### src/rtl/pulse_divider.sv
`default_nettype none
// ============================================================================
// Module      : pulse_divider
// Description : Programmable event divider. Counts rising edges of in_pulse
//               and emits a one-clock out_pulse each time the loaded number of
//               events has elapsed. Supports one-shot / auto-reload, event
//               gating and stop-by-load (load with start = 0).
// Revision    : 1.0 - initial release
// ----------------------------------------------------------------------------
// Parameters
//   WIDTH       counter / period width in bits (2..16)
//   SYNC_IN     1 = two-flop synchroniser on in_pulse, 0 = in_pulse is
//               already synchronous to clk
// Ports
//   clk         system clock, rising edge active
//   resetn      asynchronous active-low reset
//   in_pulse    event input, each rising edge is one event
//   start       period, sampled only while load = 1
//   load        strobe: latch start and (re)start; start = 0 stops
//   enable      1 = count events, 0 = discard events
//   auto_reload 1 = reload period after terminal count, 0 = one-shot
//   out_pulse   one-cycle pulse at terminal count (registered)
//   pos_value   events remaining until next out_pulse (registered)
//   busy        high while counting (registered)
// ============================================================================
module pulse_divider #(
  parameter int WIDTH   = 4,
  parameter bit SYNC_IN = 1'b1
) (
  input  logic             clk,
  input  logic             resetn,
  input  logic             in_pulse,
  input  logic [WIDTH-1:0] start,
  input  logic             load,
  input  logic             enable,
  input  logic             auto_reload,
  output logic             out_pulse,
  output logic [WIDTH-1:0] pos_value,
  output logic             busy
);

  typedef enum logic [1:0] {
    ST_IDLE = 2'd0,
    ST_RUN  = 2'd1,
    ST_DONE = 2'd2
  } state_t;

  localparam logic [WIDTH-1:0] C_ONE  = WIDTH'(1);
  localparam logic [WIDTH-1:0] C_ZERO = '0;

  state_t           state_q, state_d;
  logic [WIDTH-1:0] per_q, per_d;
  logic [WIDTH-1:0] rem_q, rem_d;
  logic             out_pulse_q, out_pulse_d;
  logic             busy_q, busy_d;
  logic             prev_q;
  logic             w_in;
  logic             w_ev;

  // --------------------------------------------------------------------------
  // Input conditioning. With the synchroniser present the event reaches the
  // counter two edges after in_pulse is first sampled high.
  // --------------------------------------------------------------------------
  generate
    if (SYNC_IN) begin : g_sync
      logic s1_q;
      logic s2_q;

      always_ff @(posedge clk or negedge resetn) begin
        if (!resetn) begin
          s1_q <= 1'b0;
          s2_q <= 1'b0;
        end else begin
          s1_q <= in_pulse;
          s2_q <= s1_q;
        end
      end

      assign w_in = s2_q;
    end else begin : g_direct
      assign w_in = in_pulse;
    end
  endgenerate

  // Edge history tracks the input every cycle, independent of state and
  // enable, so an input held high across a load or gate never re-triggers.
  always_ff @(posedge clk or negedge resetn) begin
    if (!resetn) begin
      prev_q <= 1'b0;
    end else begin
      prev_q <= w_in;
    end
  end

  assign w_ev = w_in & ~prev_q;

  // --------------------------------------------------------------------------
  // Next-state logic. load has priority over counting, so an event in the
  // same cycle as a load is dropped.
  // --------------------------------------------------------------------------
  always_comb begin
    state_d     = state_q;
    per_d       = per_q;
    rem_d       = rem_q;
    out_pulse_d = 1'b0;

    if (load) begin
      if (start != C_ZERO) begin
        per_d   = start;
        rem_d   = start;
        state_d = ST_RUN;
      end else begin
        per_d   = C_ZERO;
        rem_d   = C_ZERO;
        state_d = ST_IDLE;
      end
    end else if ((state_q == ST_RUN) && w_ev && enable) begin
      if (rem_q > C_ONE) begin
        // Only reachable with rem >= 2, so the counter cannot wrap.
        rem_d = rem_q - C_ONE;
      end else begin
        out_pulse_d = 1'b1;
        if (auto_reload) begin
          rem_d = per_q;
        end else begin
          rem_d   = C_ZERO;
          state_d = ST_DONE;
        end
      end
    end

    // busy is registered from the next state so it changes at the same edge
    // as the load or terminal count that causes it.
    busy_d = (state_d == ST_RUN);
  end

  // --------------------------------------------------------------------------
  // State and output registers.
  // --------------------------------------------------------------------------
  always_ff @(posedge clk or negedge resetn) begin
    if (!resetn) begin
      state_q     <= ST_IDLE;
      per_q       <= '0;
      rem_q       <= '0;
      out_pulse_q <= 1'b0;
      busy_q      <= 1'b0;
    end else begin
      state_q     <= state_d;
      per_q       <= per_d;
      rem_q       <= rem_d;
      out_pulse_q <= out_pulse_d;
      busy_q      <= busy_d;
    end
  end

  assign out_pulse = out_pulse_q;
  assign pos_value = rem_q;
  assign busy      = busy_q;

endmodule
`default_nettype wire

### config.mk
export PLATFORM = sky130hd
export DESIGN_NAME = pulse_divider
export DESIGN_NICKNAME = d
export VERILOG_FILES = /design/src/rtl/pulse_divider.sv
export SDC_FILE = /design/constraint.sdc
export NUM_CORES = 1
export LEC_CHECK = 0
export CORE_AREA = 3 3 40 42
export CTS_CLUSTER_DIAMETER = 200
export DETAILED_ROUTE_END_ITERATION = 8
export DIE_AREA = 0 0 43 45
export DONT_BUFFER_PORTS = 1
export PLACE_DENSITY = 0.76
export SLEW_MARGIN = 25
export SYNTH_ARGS = -nofsm -noshare
export SYNTH_HDL_FRONTEND = slang
export SYNTH_SLANG_ARGS = --single-unit
### constraint.sdc
create_clock -name clk -period 2.2 [get_ports clk]
set_clock_uncertainty 0.1 [all_clocks]
set_input_delay 0.44 -clock clk [delete_from_list [all_inputs] [get_ports clk]]
set_output_delay 0.44 -clock clk [all_outputs]
set_load 0.01 [all_outputs]
* Word-level counts from Yosys, hierarchy flattened
Index checks and enable logic that the tools add are counted.
Cells by class: add/subtract/negate cells 1, $lt $le $gt $ge 1, eq/ne operators 2, multiplexer cells 13, bitwise gates (word level) 2, reduce and logical (&&, ||, !) cells 4
Operators by type and width (number):
- $mux W4 | 5
- $mux W2 | 4
- $eq A2 B1 Y1 const B | 2
- $gt A4 B1 Y1 const B | 1
- $mux W1 | 4
- $reduce_bool A4 Y1 | 1
- $sub A4 B1 Y4 const B | 1
- $logic_and A1 B1 Y1 | 2
- $reduce_bool A2 Y1 | 1
- $and A1 B1 Y1 | 1
- $not A1 Y1 | 1
Word-level totals: flip-flop bits (word level) 15, input port bits 10, output and inout port bits 6, word-level logic and storage cells 31

* Longest topological paths before layout
Gate-level depths: netlist of the first run.
depth in word-level cells 7, mapped depth 6, depth with buffers taken out 6

* Least setup slack after synthesis of the first run
No wires, ideal clock.
path kind flip-flop to flip-flop, from reg rem_q[0] (netlist: pos_value[0]), to reg rem_q[0] (netlist: pos_value[0]), setup time 134 ps, arrival time 1480 ps, data required time 1966 ps, path slack 487 ps, cell stages (with the launch flop) 7, buffers on the path 0, period minus slack after synthesis 1713 ps, cell sequence dfrtp_1 > inv_1 > ha_1 > or2_4 > and2_4 > a311oi_1 > o31ai_1
On the way: cells in the longest elaborated chain, start to end 4, elaborated cells between the ends (all ways) 5, those cells by class add/sub (1); order compare (1); mux (3)
Ends and longest elaborated chain:
- from (decl) | line 53 | logic [WIDTH-1:0] rem_q, rem_d;
- from (signal assigned) | line 150 | rem_q <= rem_d;
- $sub A4 B1 Y4 / $gt A4 B1 Y1 (equally long branches) | line 120, 118
- $mux W4 * | line 118 | if (rem_q > C_ONE) begin
- $mux W4 * | line 117 | end else if ((state_q == ST_RUN) && w_ev && enable) begin
- $mux W4 * | line 107 | if (load) begin
Mark *: on every way between the ends. The rest lies on a longest branch, timed or not. The select of a mux whose other input is x is not followed. A chain may end at the register's enable or synchronous reset.

* Worst setup path in the final report of the first run
from reg rem_q[0] (netlist: pos_value[0]), to reg rem_q[1] (netlist: pos_value[1])
The elaborated chain is that of the path after synthesis.

==> reports/metrics.csv, run 1 <==
metric;value;unit
synth_mux_area_share;3.17;%
tritoncts;built;
rsz0062_at_grt;false;
start_util;55.3;%
yosys.area.top_type;dfrtp_1;
area_delta_synth_final;7.39;%
synth_compound_area_share;18.7;%
viasPerCell;6.11;
cp-start-kind;flop;
totalWireLength;1330;µm
power_density;726;nW/µm²
num_rows;13;
dp_hpwl;1040;µm
die_h;45;µm
yosysSeqAreaShare;52.8;%
layout_commonest_cell;dfrtp_1;
p_total;554;µW
insertion_delay;0.27;ns
die_x;43;µm
synth_top_family_by_area;compound AO/OA/AOI/OAI gates;
netlist.area_leader.share;52.8;%
cp_data_arrival_time;1.93;ns
grt_overflow;0;
nets;85;
cp_data_required_time;2.26;ns
ys_top_cells_by_area;dfrtp_1 53%, o31ai_1 4.2%, a311oi_1 3.7%;
drive_gt1_share;13.9;%
grt_max_degree;16;
antenna_left;0;
setup_viol_count_final;0;
cts_buffers;3;
fin_crit;1.87;ns
irDropWorstVdd;0.000504;V
ioPinCount;16;
synth_area;711;µm²
drt-pass1-iter-count;4;
cts_root_buffer;clkbuf_4;
leakage;0.342;nW
antenna_found_initial;0;
fmax;534;MHz
synthSimpleGateAreaFrac;18.1;%
drv_slew;0;
cts_buffer_depth;2;
final_hold_viol_count;0;
diodes;0;
drc_errors;0;
worst_pin_slew;0.647;ns
ctsHtreeMaxLevel;1;
synth_fa_ha_area_share;3.52;%
syn_inst;68;
track_usage;16.1;%
synthXorXnorAreaFrac;0;%
dr.first_iter.drc_count;4;
vias;532;
core;1280;µm²
clkSlewWorstSetupHoldPaths;0.09;ns
max_slew_margin;56.7;%
portBuffers;0;
gp_congestion;0.756;
endpoint_kind;flop;
syn_area_per_cell;10.5;µm²
hold_class;primary input to flop;
path_class;flop to flop;
syn-num-nets;80;
critPathMaxFanout;6;
grt_pass1_wl;2320;µm
yosys_warnings;0;
cap_violations;0;
post-route-period-util;85.2;%
die_area;1940;µm²
cts_sinks;15;
grt_pass1_vias;562;
tns;0;ns
synth_seq_cells;15;
yosysUniqueCellTypes;24;
wl_per_cell;15.3;µm
status;finished clean;
layout_common_cells;15 x dfrtp_1, 6 x nand2_1, 6 x inv_1;
stage by stage:
stage | cells | utilization [%] | setup slack, ns | hold slack, ns | cell area (µm²)
detailed placement | 82 | 56.5 | 0.340 | 0.0448 | 726
finish | 87 | 59.4 | 0.326 | 0.0832 | 763
global placement | 82 | 56.5 | 0.390 | 0.0448 | 726
CTS | 87 | 59.4 | 0.316 | 0.0769 | 763
global route | 87 | 59.4 | 0.234 | 0.0586 | 763
floorplan | 68 | - | 0.487 | 0.0444 | 711
area by class of cell:
cell class / count / area [µm²]
flip-flops and latches: 15 / 375
inverters: 6 / 22.5
multi-input cells: 46 / 309
fillers: 108 / 522
well taps: 15 / 18.8
clock buffers: 3 / 22.5
repair buffers: 1 / 10.0
clock inverters: 1 / 5.00
per-layer routing:
layer | up-vias | global-route usage (%) | share of wire [%]
met5 | - | 0 | 0
li1 | 253 | - | -
met2 | 13 | 28.1 | 50
met1 | 264 | 19.4 | 43
met4 | 0 | 7.23 | 0.97
met3 | 2 | 3.19 | 5.9
Yosys cell counts:
| library cell | instances |
|---|---|
| o21ai_0 | 4 |
| inv_1 | 6 |
| ha_1 | 2 |
| o21ba_1 | 1 |
| o41ai_1 | 1 |
| a311oi_1 | 3 |
| or2_4 | 1 |
| and2_4 | 2 |
| dfrtp_1 | 15 |
| o21bai_1 | 1 |
| nor2_2 | 1 |
| nor3_2 | 1 |
| nand2b_1 | 1 |
| and4bb_1 | 1 |
| clkbuf_1 | 1 |
| nand2_1 | 6 |
| mux2_1 | 1 |
| nor3_1 | 4 |
| o31ai_1 | 4 |
| nor2_1 | 4 |
| nand3_1 | 2 |
| a21oi_1 | 4 |
| a32o_1 | 1 |
| mux2_2 | 1 |
timing repair:
action | 4_1_cts | 5_1_grt
endpoints found under the hold margin | 15 | 0
gates resized for setup | 0 | 0
hold buffers | 1 | 0
buffers inserted | 0 | 0
power breakdown:
part / switching (mW) / internal (mW) / leakage [nW] / total (mW)
sequential: 0.0242 / 0.296 / 0.182 / 0.320
combinational: 0.0425 / 0.0379 / 0.142 / 0.0804
clock: 0.0863 / 0.0673 / 0.0177 / 0.154
sequential cells by signal, summed over array words and instances (netlist names):
register / cells
state_q: 2
pos_value: 4
busy: 1
out_pulse: 1
g_sync.s1_q: 1
g_sync.s2_q: 1
prev_q: 1
per_q: 4
logic make-up after synthesis:
kind of cell	after synthesis
AO/OA/AOI/OAI	19
AND/OR/NAND/NOR	23
multiplexers	2
flip-flops	15
adder cells (fa/ha/maj)	2
buffers and inverters	7
critical path, cell delays in order (launching register included):
cell and delay, ns:
dfrtp_1 0.50, inv_1 0.08, ha_1 0.25, or2_4 0.28
and2_4 0.15, a311oi_1 0.28, o31ai_1 0.11
path summary, 6_finish.rpt:
kind / endpoint / start / slack [ns] / cells after the start
worst max register to register: pos_value[1] / pos_value[0] / 0.33 / 6
worst min register to register: g_sync.s2_q / g_sync.s1_q / 0.27 / 0
min in group asynchronous: pos_value[3] / resetn / 0.52 / 1
max in group asynchronous: per_q[0] / resetn / 1.06 / 1
worst min-delay path: g_sync.s1_q / in_pulse / 0.08 / 0
worst max-delay path: pos_value[1] / pos_value[0] / 0.33 / 6
No activity file was read; power rests on OpenSTA's default activity.
==> run 2, diff against run 1 <==
--- a/config.mk
+++ b/config.mk
@@ -10,7 +10,7 @@
 export DETAILED_ROUTE_END_ITERATION = 8
 export DIE_AREA = 0 0 43 45
 export DONT_BUFFER_PORTS = 1
-export PLACE_DENSITY = 0.76
+export PLACE_DENSITY = 0.69
 export SLEW_MARGIN = 25
 export SYNTH_ARGS = -nofsm -noshare
 export SYNTH_HDL_FRONTEND = slang
==> run 2 against run 1 <==
Compared with the run above:
- worst hold slack got worse by 0.0038 ns
- count of clock-buffer cells in the layout is 1 higher
- combinational power decreased by 1%
- setup slack worse by 0.011 ns
- flip-flop and latch count unchanged
- utilization shrank 0.097 points
- final area down 0.16%
- fmax fell by 0.57%
- final cell count did not move
- critical endpoint is now pos_value[0]
==> reports/metrics.csv, run 2 (same netlist as run 1, synthesis figures left out) <==
metric;value;unit;change
status;finished clean;;
cp_data_arrival_time;1.94;ns;about the same
die_area;1940;µm²;unchanged
drc_errors;0;;unchanged
grt_pass1_vias;546;;-2.8%
final_hold_viol_count;0;;unchanged
power_density;728;nW/µm²;+0.28%
totalWireLength;1340;µm;+0.75%
nets;85;;unchanged
clkSlewWorstSetupHoldPaths;0.08;ns;about the same
drv_slew;0;;unchanged
rr_startpoint;pos_value[0];;
path_class;flop to flop;;
wl_met1;611;µm;+5.3%
antenna_left;0;;unchanged
cp-start-kind;flop;;
cts_sinks;15;;unchanged
area_delta_synth_final;7.22;%;
grt_overflow;0;;unchanged
fillCellCount;112;;+3.7%
core;1280;µm²;unchanged
worst_pin_slew;0.661;ns;+0.0139 ns
drt-pass1-iter-count;5;;+1
vias;523;;-1.7%
max_slew_margin;55.8;%;-0.93 points
viasPerCell;6.01;;-1.7%
wl_per_cell;15.4;µm;+0.75%
drive_gt1_share;12.5;%;-1.4 points
layout_common_cells;15 x dfrtp_1, 6 x nand2_1, 6 x inv_1;;
cp_data_required_time;2.26;ns;about the same
startpoint;pos_value[0];;
fmax;531;MHz;-0.57%
insertion_delay;0.28;ns;about the same
tns;0;ns;unchanged
met3WireLength;79;µm;unchanged
regArea;375;µm²;unchanged
grt_max_degree;16;;unchanged
track_usage;16.8;%;+0.67 points
layout_commonest_cell;dfrtp_1;;
dp_hpwl;1060;µm;+1.6%
multi_input_area;309;µm²;unchanged
start_util;55.3;%;unchanged
hold_class;primary input to flop;;
hold_buffers;1;;unchanged
irDropWorstVdd;0.000408;V;-19%
die_x;43;µm;unchanged
cts_resized;0;;unchanged
diodes;0;;unchanged
dr.first_iter.drc_count;13;;+9
setup_viol_count_final;0;;unchanged
worstHoldStart;in_pulse;;
post-route-period-util;85.7;%;+0.49 points
rsz0062_at_grt;false;;
dr.max_layer_used;met4;;
portBuffers;0;;unchanged
cap_violations;0;;unchanged
ctsHtreeMaxLevel;1;;unchanged
gp_congestion;0.763;;+0.83%
post-cts-setup-buffer-count;0;;unchanged
dr_wl_met2;631;µm;-4.5%
cts_buffer_depth;2;;unchanged
fin_util;59.3;%;-0.097 points
grt_pass1_wl;2380;µm;+2.7%
critPathMaxFanout;6;;unchanged
die_h;45;µm;unchanged
tritoncts;built;;
antenna_found_initial;0;;unchanged
cts_root_buffer;clkbuf_4;;
endpoint_kind;flop;;
cts_buffers;3;;unchanged
fin_crit;1.88;ns;+0.0108 ns
leakage;0.339;nW;-0.80%
ioPinCount;16;;unchanged
num_rows;13;;unchanged
[run 2: changes by cell type in the layout (fill, tap and decap cells not counted)]
cell      change
clkbuf_1      +1
clkinv_2      -1
[run 2: power breakdown]
part	internal (mW)	switching (mW)	total (mW)
Combinational	0.0373	0.0423	0.0796
Clock	0.0704	0.0844	0.155
Sequential	0.296	0.0243	0.320
Total	0.404	0.151	0.555
[run 2: path summary, 6_finish.rpt]
path                                end  slack [ns]  depth (start not counted)
max reg2reg                pos_value[0]        0.32                          6
min                         g_sync.s1_q        0.08                          0
max                        pos_value[0]        0.32                          6
max in group asynchronous  pos_value[1]        1.06                          1
min reg2reg                 g_sync.s2_q        0.26                          0
min in group asynchronous          busy        0.52                          1
[run 2: worst max-delay path, cell delays in order (launching register included)]
cell,delay [ns]
dfrtp_1,0.50
inv_1,0.08
ha_1,0.24
or2_4,0.27
and2_4,0.14
a311oi_1,0.29
o31ai_1,0.13
[run 2: routing by layer]
layer	vias up	track usage [%]
met2	14	24.6
li1	256	-
met1	249	23.2
met3	4	2.79
met4	0	10.8
met5	-	0
[run 2: area by class of cell]
type	count	share of cell area, %
Sequential cell	15	49.3
Timing Repair Buffer	1	1.31
Clock buffer	4	3.45
Tap cell	15	2.46
Inverter	6	2.96
Multi-Input combinational cell	46	40.6
[run 2: stage by stage]
step / instance area (µm²) / setup slack (ns) / hold WS [ns] / power (mW) / std cells
final: 762 / 0.316 / 0.0794 / 0.555 / 87
after global routing: 762 / 0.197 / 0.0597 / 0.588 / 87
after CTS: 762 / 0.315 / 0.0717 / 0.562 / 87
after detailed placement: 726 / 0.337 / 0.0448 / 0.400 / 82
after global placement: 726 / 0.389 / 0.0447 / 0.397 / 82
after floorplan: 711 / 0.487 / 0.0444 / 0.385 / 68
==> run 3, diff against run 2 <==
--- a/config.mk
+++ b/config.mk
@@ -5,8 +5,10 @@
 export SDC_FILE = /design/constraint.sdc
 export NUM_CORES = 1
 export LEC_CHECK = 0
+export CAP_MARGIN = 5
 export CORE_AREA = 3 3 40 42
 export CTS_CLUSTER_DIAMETER = 200
+export CTS_CLUSTER_SIZE = 28
 export DETAILED_ROUTE_END_ITERATION = 8
 export DIE_AREA = 0 0 43 45
 export DONT_BUFFER_PORTS = 1
==> constraint.sdc (replaced) <==
create_clock -name clk -period 2 [get_ports clk]
set_clock_uncertainty 0.1 [all_clocks]
set_input_delay 0.4 -clock clk [delete_from_list [all_inputs] [get_ports clk]]
set_output_delay 0.4 -clock clk [all_outputs]
set_load 0.01 [all_outputs]
==> run 3 against run 2 <==
Compared with the run above:
- non-clock buffer count increased by 1
- register-to-register slack got worse by 0.19 ns
- final cell count increased by 1.1%
- sequential share of layout area decreased by 0.48 points
- count of clock-buffer cells in the layout unchanged
- clock power increased by 9.7%
- critical path type unchanged
- largest cell class unchanged
==> reports/metrics.csv, run 3 (same netlist as run 1, synthesis figures left out) <==
metric;value;unit;change
status;finished clean;;
fin_crit;1.88;ns;-0.00507 ns
start_util;55.3;%;unchanged
stdcell_area;769;µm²;+0.99%
vias;526;;+0.57%
endpoint_kind;flop;;
met2_usage;26.9;%;+2.4 points
setup_viol_count_final;0;;unchanged
worst-path-buf-inv;1;;unchanged
drv_slew;0;;unchanged
cts_sinks;15;;unchanged
p_total;614;µW;+11%
power_density;797;nW/µm²;+9.5%
leakage;0.344;nW;+1.5%
cts_root_buffer;clkbuf_4;;
ioPinCount;16;;unchanged
antenna_left;0;;unchanged
clkSlewWorstSetupHoldPaths;0.08;ns;about the same
cts_buffer_depth;2;;unchanged
hold_buffers;1;;unchanged
tns;0;ns;unchanged
stdcell_count;88;;+1.1%
viasPerCell;5.98;;-0.57%
hold_class;primary input to flop;;
cp_data_required_time;2.06;ns;-0.20 ns
diodes;0;;unchanged
layout_setup_ws;0.121;ns;-0.195 ns
busiest_layer;met2;;
fin_util;59.9;%;+0.58 points
tritoncts;built;;
grt_max_degree;16;;unchanged
worst_pin_slew;0.651;ns;-0.00989 ns
rsz0062_at_grt;false;;
crit_slowest_cell;dfrtp_1;;
die_area;1940;µm²;unchanged
drt-pass1-iter-count;4;;-1
dp_hpwl;1040;µm;-1.4%
dr.first_iter.drc_count;7;;-6
drive_gt1_share;13.7;%;+1.2 points
irDropWorstVdd;0.000439;V;+7.7%
cap_violations;0;;unchanged
place_ws;0.119;ns;-0.218 ns
die_x;43;µm;unchanged
gp_congestion;0.753;;-1.3%
area_delta_synth_final;8.27;%;
num_rows;13;;unchanged
critPathMaxFanout;6;;unchanged
layout_common_cells;15 x dfrtp_1, 6 x nand2_1, 6 x inv_1;;
whs;0.0367;ns;-0.0427 ns
cts_buffers;3;;unchanged
fillCellCount;117;;+4.5%
drc_errors;0;;unchanged
crit_chain;inv_1, ha_1, or2_4, and2_4, a311oi_1, o31ai_1;;
met3_usage;5.18;%;+2.4 points
insertion_delay;0.28;ns;about the same
antenna_found_initial;0;;unchanged
crit_family;flip-flops;;
cp-start-kind;flop;;
grt_util_met1;21.1;%;-2.1 points
final_hold_viol_count;0;;unchanged
ctsHtreeMaxLevel;1;;unchanged
nets;86;;+1.2%
wl_per_cell;15.5;µm;+0.26%
layout_commonest_cell;dfrtp_1;;
die_h;45;µm;unchanged
post-route-period-util;94.0;%;+8.3 points
max_slew_margin;56.4;%;+0.66 points
post-cts-setup-buffer-count;0;;unchanged
track_usage;17.3;%;+0.47 points
grt_pass1_wl;2420;µm;+1.7%
cp_data_arrival_time;1.94;ns;about the same
dp_cells;83;;+1.2%
grt_pass1_vias;557;;+2.0%
grt_overflow;0;;unchanged
fmax;532;MHz;+0.27%
cts_resized;0;;unchanged
core;1280;µm²;unchanged
portBuffers;0;;unchanged
cp_slowest_stage_delay;0.50;ns;about the same
dpl-instance-area;733;µm²;+1.0%
path_class;flop to flop;;
totalWireLength;1360;µm;+1.4%
-- run 3: per-layer routing --
metal | part of all wire (%) | vias up
li1 | - | 257
met2 | 47 | 16
met4 | 2.6 | 0
met1 | 44 | 248
met5 | 0 | -
met3 | 7.0 | 5
-- run 3: cell type report --
type / instances / area (µm²) / area share [%]
timing repair buffer: 2 / 17.5 / 2.28
multi-input combinational: 46 / 309 / 40.2
sequential: 15 / 375 / 48.8
inverter: 6 / 22.5 / 2.93
clock buffer: 4 / 26.3 / 3.41
tap: 15 / 18.8 / 2.44
-- run 3: path summary, 6_finish.rpt --
path / slack [ns] / start / cells after the start / endpoint
min in group asynchronous: 0.48 / resetn / 1 / pos_value[3]
worst min-delay path: 0.04 / in_pulse / 0 / g_sync.s1_q
max in group asynchronous: 0.91 / resetn / 1 / per_q[1]
worst max-delay path: 0.12 / pos_value[0] / 6 / pos_value[0]
worst max register to register: 0.12 / pos_value[0] / 6 / pos_value[0]
worst min register to register: 0.26 / g_sync.s1_q / 0 / g_sync.s2_q
-- run 3: where the power goes --
group | internal (mW) | leakage [nW] | switching, mW
Combinational | 0.0438 | 0.147 | 0.0501
Clock | 0.0775 | 0.0150 | 0.0923
Sequential | 0.326 | 0.182 | 0.0243
Total | 0.447 | 0.344 | 0.167
